`src/rtl/seq_pkg.sv`:
```
// Shared definitions for the sequence player step logic: mode encodings and LFSR constants.
package seq_pkg;

   typedef enum logic [1:0] {
      MODE_FWD      = 2'b00,
      MODE_REV      = 2'b01,
      MODE_PINGPONG = 2'b10,
      MODE_RANDOM   = 2'b11
   } seq_mode_e;

   localparam int LFSR_W = 16;

   // Right-shifting Galois form of x^16 + x^14 + x^13 + x^11 + 1.
   localparam logic [LFSR_W-1:0] LFSR_TAPS = 16'hB400;

   function automatic logic [LFSR_W-1:0] lfsr_step(input logic [LFSR_W-1:0] s);
      return (s >> 1) ^ (s[0] ? LFSR_TAPS : '0);
   endfunction

endpackage

```
`src/rtl/seq_lfsr.sv`:
```
// 16-bit Galois LFSR with advance and seed reload; sample exposes the low bits of the value
// the register takes on the next advance.
module seq_lfsr
   import seq_pkg::*;
#(
   parameter logic [LFSR_W-1:0] SEED  = 16'hACE1,
   parameter int unsigned       OUT_W = 4
) (
   input  logic             clk,
   input  logic             rst_n,
   input  logic             advance,
   input  logic             reload,
   output logic [OUT_W-1:0] sample
);

   logic [LFSR_W-1:0] state_q;
   logic [LFSR_W-1:0] state_next;

   assign state_next = lfsr_step(state_q);
   assign sample     = state_next[OUT_W-1:0];

   always_ff @(posedge clk or negedge rst_n) begin
      if (!rst_n) begin
         state_q <= SEED;
      end else if (reload) begin
         state_q <= SEED;
      end else if (advance) begin
         state_q <= state_next;
      end
   end

endmodule

```
`src/rtl/seq_step_counter.sv`:
```
// Sequencer step index generator with forward/reverse/ping-pong/random traversal.
// Random mode is built only when SEQ_RANDOM_MODE_EN is defined; otherwise mode 11 runs forward.
module seq_step_counter
   import seq_pkg::*;
#(
   parameter int unsigned       STEP_W    = 4,
   parameter logic [LFSR_W-1:0] LFSR_SEED = 16'hACE1
) (
   input  logic              clk,
   input  logic              rst_n,
   input  logic              enable,
   input  logic              hold,
   input  logic              restart,
   input  logic [STEP_W-1:0] last_step,
   input  logic [1:0]        mode,
   output logic [STEP_W-1:0] step,
   output logic              wrap,
   output logic              dir_down
);

   localparam logic [STEP_W-1:0] ONE = STEP_W'(1);

   logic [STEP_W-1:0] step_q, step_d;
   logic              wrap_q, wrap_d;
   logic              dir_q, dir_d;
   logic              adv;
   seq_mode_e         eff_mode;

   assign adv      = enable & ~hold & ~restart;
   assign step     = step_q;
   assign wrap     = wrap_q;
   assign dir_down = dir_q;

   always_comb begin
      eff_mode = seq_mode_e'(mode);
`ifndef SEQ_RANDOM_MODE_EN
      if (eff_mode == MODE_RANDOM) eff_mode = MODE_FWD;
`endif
   end

`ifdef SEQ_RANDOM_MODE_EN
   logic [STEP_W-1:0] pass_q, pass_d;
   logic [STEP_W-1:0] rnd_sample, rnd_fold;
   logic              lfsr_adv;

   // Smallest all-ones value covering v, so the fold needs at most one subtraction.
   function automatic logic [STEP_W-1:0] fill_mask(input logic [STEP_W-1:0] v);
      logic [STEP_W-1:0] m;
      m = v;
      for (int i = 1; i < int'(STEP_W); i = i * 2) m = m | (m >> i);
      return m;
   endfunction

   assign lfsr_adv = adv && (eff_mode == MODE_RANDOM);
   assign rnd_fold = rnd_sample & fill_mask(last_step);

   seq_lfsr #(
      .SEED  (LFSR_SEED),
      .OUT_W (STEP_W)
   ) u_lfsr (
      .clk     (clk),
      .rst_n   (rst_n),
      .advance (lfsr_adv),
      .reload  (restart),
      .sample  (rnd_sample)
   );

   always_ff @(posedge clk or negedge rst_n) begin
      if (!rst_n) pass_q <= '0;
      else        pass_q <= pass_d;
   end
`endif

   always_comb begin
      step_d = step_q;
      wrap_d = 1'b0;
      dir_d  = (eff_mode == MODE_PINGPONG) ? dir_q : 1'b0;
`ifdef SEQ_RANDOM_MODE_EN
      pass_d = (eff_mode == MODE_RANDOM) ? pass_q : '0;
`endif
      if (restart) begin
         step_d = (eff_mode == MODE_REV) ? last_step : '0;
         dir_d  = 1'b0;
`ifdef SEQ_RANDOM_MODE_EN
         pass_d = '0;
`endif
      end else if (adv) begin
         case (eff_mode)
            MODE_REV: begin
               if (step_q == '0 || step_q > last_step) begin
                  step_d = last_step;
                  wrap_d = 1'b1;
               end else begin
                  step_d = step_q - ONE;
               end
            end
            MODE_PINGPONG: begin
               if (last_step == '0) begin
                  step_d = '0;
                  dir_d  = 1'b0;
                  wrap_d = 1'b1;
               end else if (step_q > last_step) begin
                  step_d = last_step;
                  dir_d  = 1'b1;
               end else if (dir_q && step_q > ONE) begin
                  step_d = step_q - ONE;
               end else if (dir_q || step_q == last_step) begin
                  // Turning down from the top, or arriving back at step 0.
                  step_d = step_q - ONE;
                  dir_d  = (step_q != ONE);
                  wrap_d = (step_q == ONE);
               end else begin
                  // Direction flips on arrival at the top so dir_down shows the next move.
                  step_d = step_q + ONE;
                  dir_d  = (step_q + ONE == last_step);
               end
            end
`ifdef SEQ_RANDOM_MODE_EN
            MODE_RANDOM: begin
               step_d = (rnd_fold <= last_step) ? rnd_fold : rnd_fold - last_step - ONE;
               if (pass_q >= last_step) begin
                  pass_d = '0;
                  wrap_d = 1'b1;
               end else begin
                  pass_d = pass_q + ONE;
               end
            end
`endif
            default: begin
               if (step_q >= last_step) begin
                  step_d = '0;
                  wrap_d = 1'b1;
               end else begin
                  step_d = step_q + ONE;
               end
            end
         endcase
      end
   end

   always_ff @(posedge clk or negedge rst_n) begin
      if (!rst_n) begin
         step_q <= '0;
         wrap_q <= 1'b0;
         dir_q  <= 1'b0;
      end else begin
         step_q <= step_d;
         wrap_q <= wrap_d;
         dir_q  <= dir_d;
      end
   end

endmodule

```
`config.mk`:
```
export PLATFORM = sky130hd
export DESIGN_NAME = seq_step_counter
export DESIGN_NICKNAME = d
export VERILOG_FILES = /design/src/rtl/seq_pkg.sv /design/src/rtl/seq_lfsr.sv /design/src/rtl/seq_step_counter.sv
export SDC_FILE = /design/constraint.sdc
export NUM_CORES = 1
export LEC_CHECK = 0
export CAP_MARGIN = 20
export CORE_MARGIN = 2
export CORE_UTILIZATION = 43
export DETAILED_ROUTE_END_ITERATION = 12
export DONT_BUFFER_PORTS = 1
export PLACE_DENSITY = 0.59
export SLEW_MARGIN = 5
export SYNTH_ARGS = -nofsm -noshare
export SYNTH_HDL_FRONTEND = slang
export SYNTH_SLANG_ARGS = --single-unit
```
`constraint.sdc`:
```
create_clock -name clk -period 3 [get_ports clk]
set_clock_uncertainty 0.2 [all_clocks]
set_input_delay 0.3 -clock clk [delete_from_list [all_inputs] [get_ports clk]]
set_output_delay 0.3 -clock clk [all_outputs]
set_load 0.005 [all_outputs]
```
==> metrics.cfg <==
[timing]
worst_slew_margin_rel=0.616
tns_ns=0
finalCritPeriodShare=0.844
slew_viol_final=0
fin_worst_hold_slack_ns=0.0220
final.min_clock_period_ns=2.53
finalSetupViolCount=0
final_hold_viol_count=0
fmax_mhz=395
rsz0062_at_grt=false
worst_slew_pin_slew_ns=0.562

[global_route]
globalRouteOverflowTotal=0
grt_antenna_before_repair=0
grt_usage=0.226
number_of_global_route_vias_before_repair=872
grt_start_max_net_pins=13
wire_length_of_the_first_global_routing_pass_mm=4.20

[floorplanning]
core.rowCount=16
core_area_sq_um=1960
fp.dieH_um=49.6
dieWidth_um=49.6
starting_density=0.456
die_outline_area_sq_um=2460
io_pins=17

[logic_synthesis]
synthDistinctLibCells=38
synth.cell_area_sq_um=895
yosysSeqAreaShare=0.168
post_synth_mux_area_share=0.0699
synthSimpleGateAreaFrac=0.249
synth_ff_type=sky130_fd_sc_hd__dfrtp_1
synth_warnings=0
yosys.area_share.xor_xnor=0.0783
synth.area.top_cells=sky130_fd_sc_hd__dfrtp_1, sky130_fd_sc_hd__ha_1, sky130_fd_sc_hd__a21oi_1
avgSynthCellArea_sq_um=7.92
synthTopCellsByCount=sky130_fd_sc_hd__ha_1, sky130_fd_sc_hd__a21oi_1, sky130_fd_sc_hd__nand2_1
synth_top_family_by_area=simple AND/OR/NAND/NOR gates
synthArstFlopShare=1.00
synth_seq_cells=6
synth_enable_flop_cells=0
synth_largest_area_cell=sky130_fd_sc_hd__dfrtp_1
syn-instance-count=113
synth_compound_area_frac=0.222
synthMostInstantiatedCell=sky130_fd_sc_hd__ha_1
synth_top_cell_area_share=0.168
number_of_nets_in_the_synthesized_netlist=134
post_synth_fa_ha_maj_area_fraction=0.140

[setup_path]
path_cells=inv_1 -> ha_1 -> nand4_2 -> nor2b_4 -> mux2i_4 -> xnor2_1 -> a221o_1 -> a22o_1
worst_path_max_delay_cell=sky130_fd_sc_hd__dfrtp_1
path_class=flop to flop
timing.critical_path.fanout_max=8
end_kind=flop
max_stage_delay_ns=0.51
worst-endpoint-arrival_ns=2.47
crit_required_ns=2.94
launching_element_type_of_the_critical_path=flop
r2r_cells=8

[routing]
ant_nets=0
wire_per_inst_um=18.2
post-route-drc-count=0
drt_pre_antenna_iters=4
vias_per_cell=6.27
detail_route.iter0.violations=52
detail_route.wirelength_mm=2.59
number_of_vias_after_detailed_routing=890

[clocking]
clkSlewWorstSetupHoldPaths_ns=0.05
cts_tree=yes
clock_path_buffers=2
clk-insertion-delay-late_ns=0.25
tritoncts_num_sinks=6
number_of_buffers_inserted_by_post_cts_setup_repair=0
cts-htree-levels=1
cts.root.buffer_cell=sky130_fd_sc_hd__clkbuf_4
cts-buffers-inserted=3

[pwr]
vdd_ir_max_mv=0.112
p_total_uw=352
powerDensity_nw_per_um2=366
static-leakage-power_uw=0.000418

[outcome]
status=completed

[min_path]
min_delay_path_depth=2
min_path_type=primary input to flop

[finish]
post_route_cells_drive_above_1_share=0.0870
final_nets=138
antenna_cells_inserted=0
syn2layout_area_growth_pct=7.41
final_util=0.490
finalInstanceArea_sq_um=961

[placement]
routabilityCongestion=0.923
dpl_cell_area_sq_um=908
numPortBuffers=0
dpl.hpwl_mm=1.89

[flow_run]
maximum_capacitance_violations=0

-- kinds of logic (layout without fill, tap and decap cells) --
kind of cell | after synthesis | after routing
AND/OR/NAND/NOR | 41 | 41
AO/OA/AOI/OAI | 29 | 29
buffers and inverters | 14 | 16
adder cells (fa/ha/maj) | 10 | 10
XOR/XNOR | 8 | 8
flip-flops | 6 | 6
multiplexers | 5 | 5
-- placed cells by master (no fill, tap or decap), types with 2 or more instances in the layout --
cell                             n
sky130_fd_sc_hd__dfrtp_1         6
sky130_fd_sc_hd__dlygate4sd3_1   3
sky130_fd_sc_hd__a22o_1          2
sky130_fd_sc_hd__nor2_1          7
sky130_fd_sc_hd__o21ai_0         5
sky130_fd_sc_hd__xor2_1          3
sky130_fd_sc_hd__clkbuf_4        3
sky130_fd_sc_hd__nand2b_1        4
sky130_fd_sc_hd__ha_1           10
sky130_fd_sc_hd__a31oi_1         2
sky130_fd_sc_hd__nor3_1          6
sky130_fd_sc_hd__nand3_1         4
sky130_fd_sc_hd__o2bb2ai_1       2
sky130_fd_sc_hd__nor4_1          2
sky130_fd_sc_hd__mux2i_1         4
sky130_fd_sc_hd__nor2b_1         2
sky130_fd_sc_hd__buf_4           2
sky130_fd_sc_hd__inv_1           8
sky130_fd_sc_hd__a21oi_1         9
sky130_fd_sc_hd__xnor2_1         5
sky130_fd_sc_hd__nand2_1         9
sky130_fd_sc_hd__a21boi_0        2
-- critical path: cells and delay by family, from the launching register on --
| kind | cells | cell delay [ns] |
|---|---|---|
| adder cells (fa/ha/maj) | 1 | 0.32 |
| AO/OA/AOI/OAI | 2 | 0.49 |
| XOR/XNOR | 1 | 0.09 |
| flip-flops | 1 | 0.51 |
| buffers and inverters | 1 | 0.13 |
| multiplexers | 1 | 0.27 |
| AND/OR/NAND/NOR | 2 | 0.41 |
-- sequential cells by signal (all words and copies together), names as in the netlist --
register,flops
wrap,1
dir_down,1
step,4
-- report_power, final --
| part | internal [uW] | switching, uW | total (uW) |
|---|---|---|---|
| logic | 75.0 | 99.6 | 175 |
| clock network | 45.6 | 34.6 | 80.3 |
| registers | 86.9 | 10.1 | 97.0 |
| total | 208 | 144 | 352 |
-- repair_timing --
action | in CTS | in global routing
hold endpoints to repair | 8 | 0
endpoints found under the setup margin | 0 | 0
hold buffers | 3 | 0
gates resized for setup | 0 | 0
-- metal layers --
| metal | vias up | global-route usage | share of wire |
|---|---|---|---|
| met5 | - | 0 | 0 |
| met3 | 8 | 0.0636 | 0.10 |
| met2 | 53 | 0.367 | 0.48 |
| met1 | 418 | 0.277 | 0.39 |
| met4 | 0 | 0.0972 | 0.027 |
| li1 | 411 | - | - |
-- layout make-up --
type / count / area (sq um)
Clock buffer: 3 / 22.5
Sequential cell: 6 / 150
Inverter: 8 / 30.0
Tap cell: 27 / 33.8
Fill cell: 197 / 1000
Timing Repair Buffer: 5 / 45.0
Multi-Input combinational cell: 93 / 679
-- through the flow --
stage	setup WS, ns	cells
floorplan	0.687	113
global placement	0.451	136
detailed placement	0.474	136
CTS	0.471	142
global route	0.374	142
finish	0.467	142
-- worst paths after layout --
kind	start	endpoint	slack, ns
min	last_step[3]	step[3]$_DFFE_PN0P_	0.02
max in group asynchronous	rst_n	step[3]$_DFFE_PN0P_	2.20
min in group asynchronous	rst_n	step[1]$_DFFE_PN0P_	0.17
max	step[0]$_DFFE_PN0P_	step[2]$_DFFE_PN0P_	0.47
min reg2reg	step[0]$_DFFE_PN0P_	step[0]$_DFFE_PN0P_	0.52
max reg2reg	step[0]$_DFFE_PN0P_	step[2]$_DFFE_PN0P_	0.47
No activity file was read; power rests on OpenSTA's default activity.
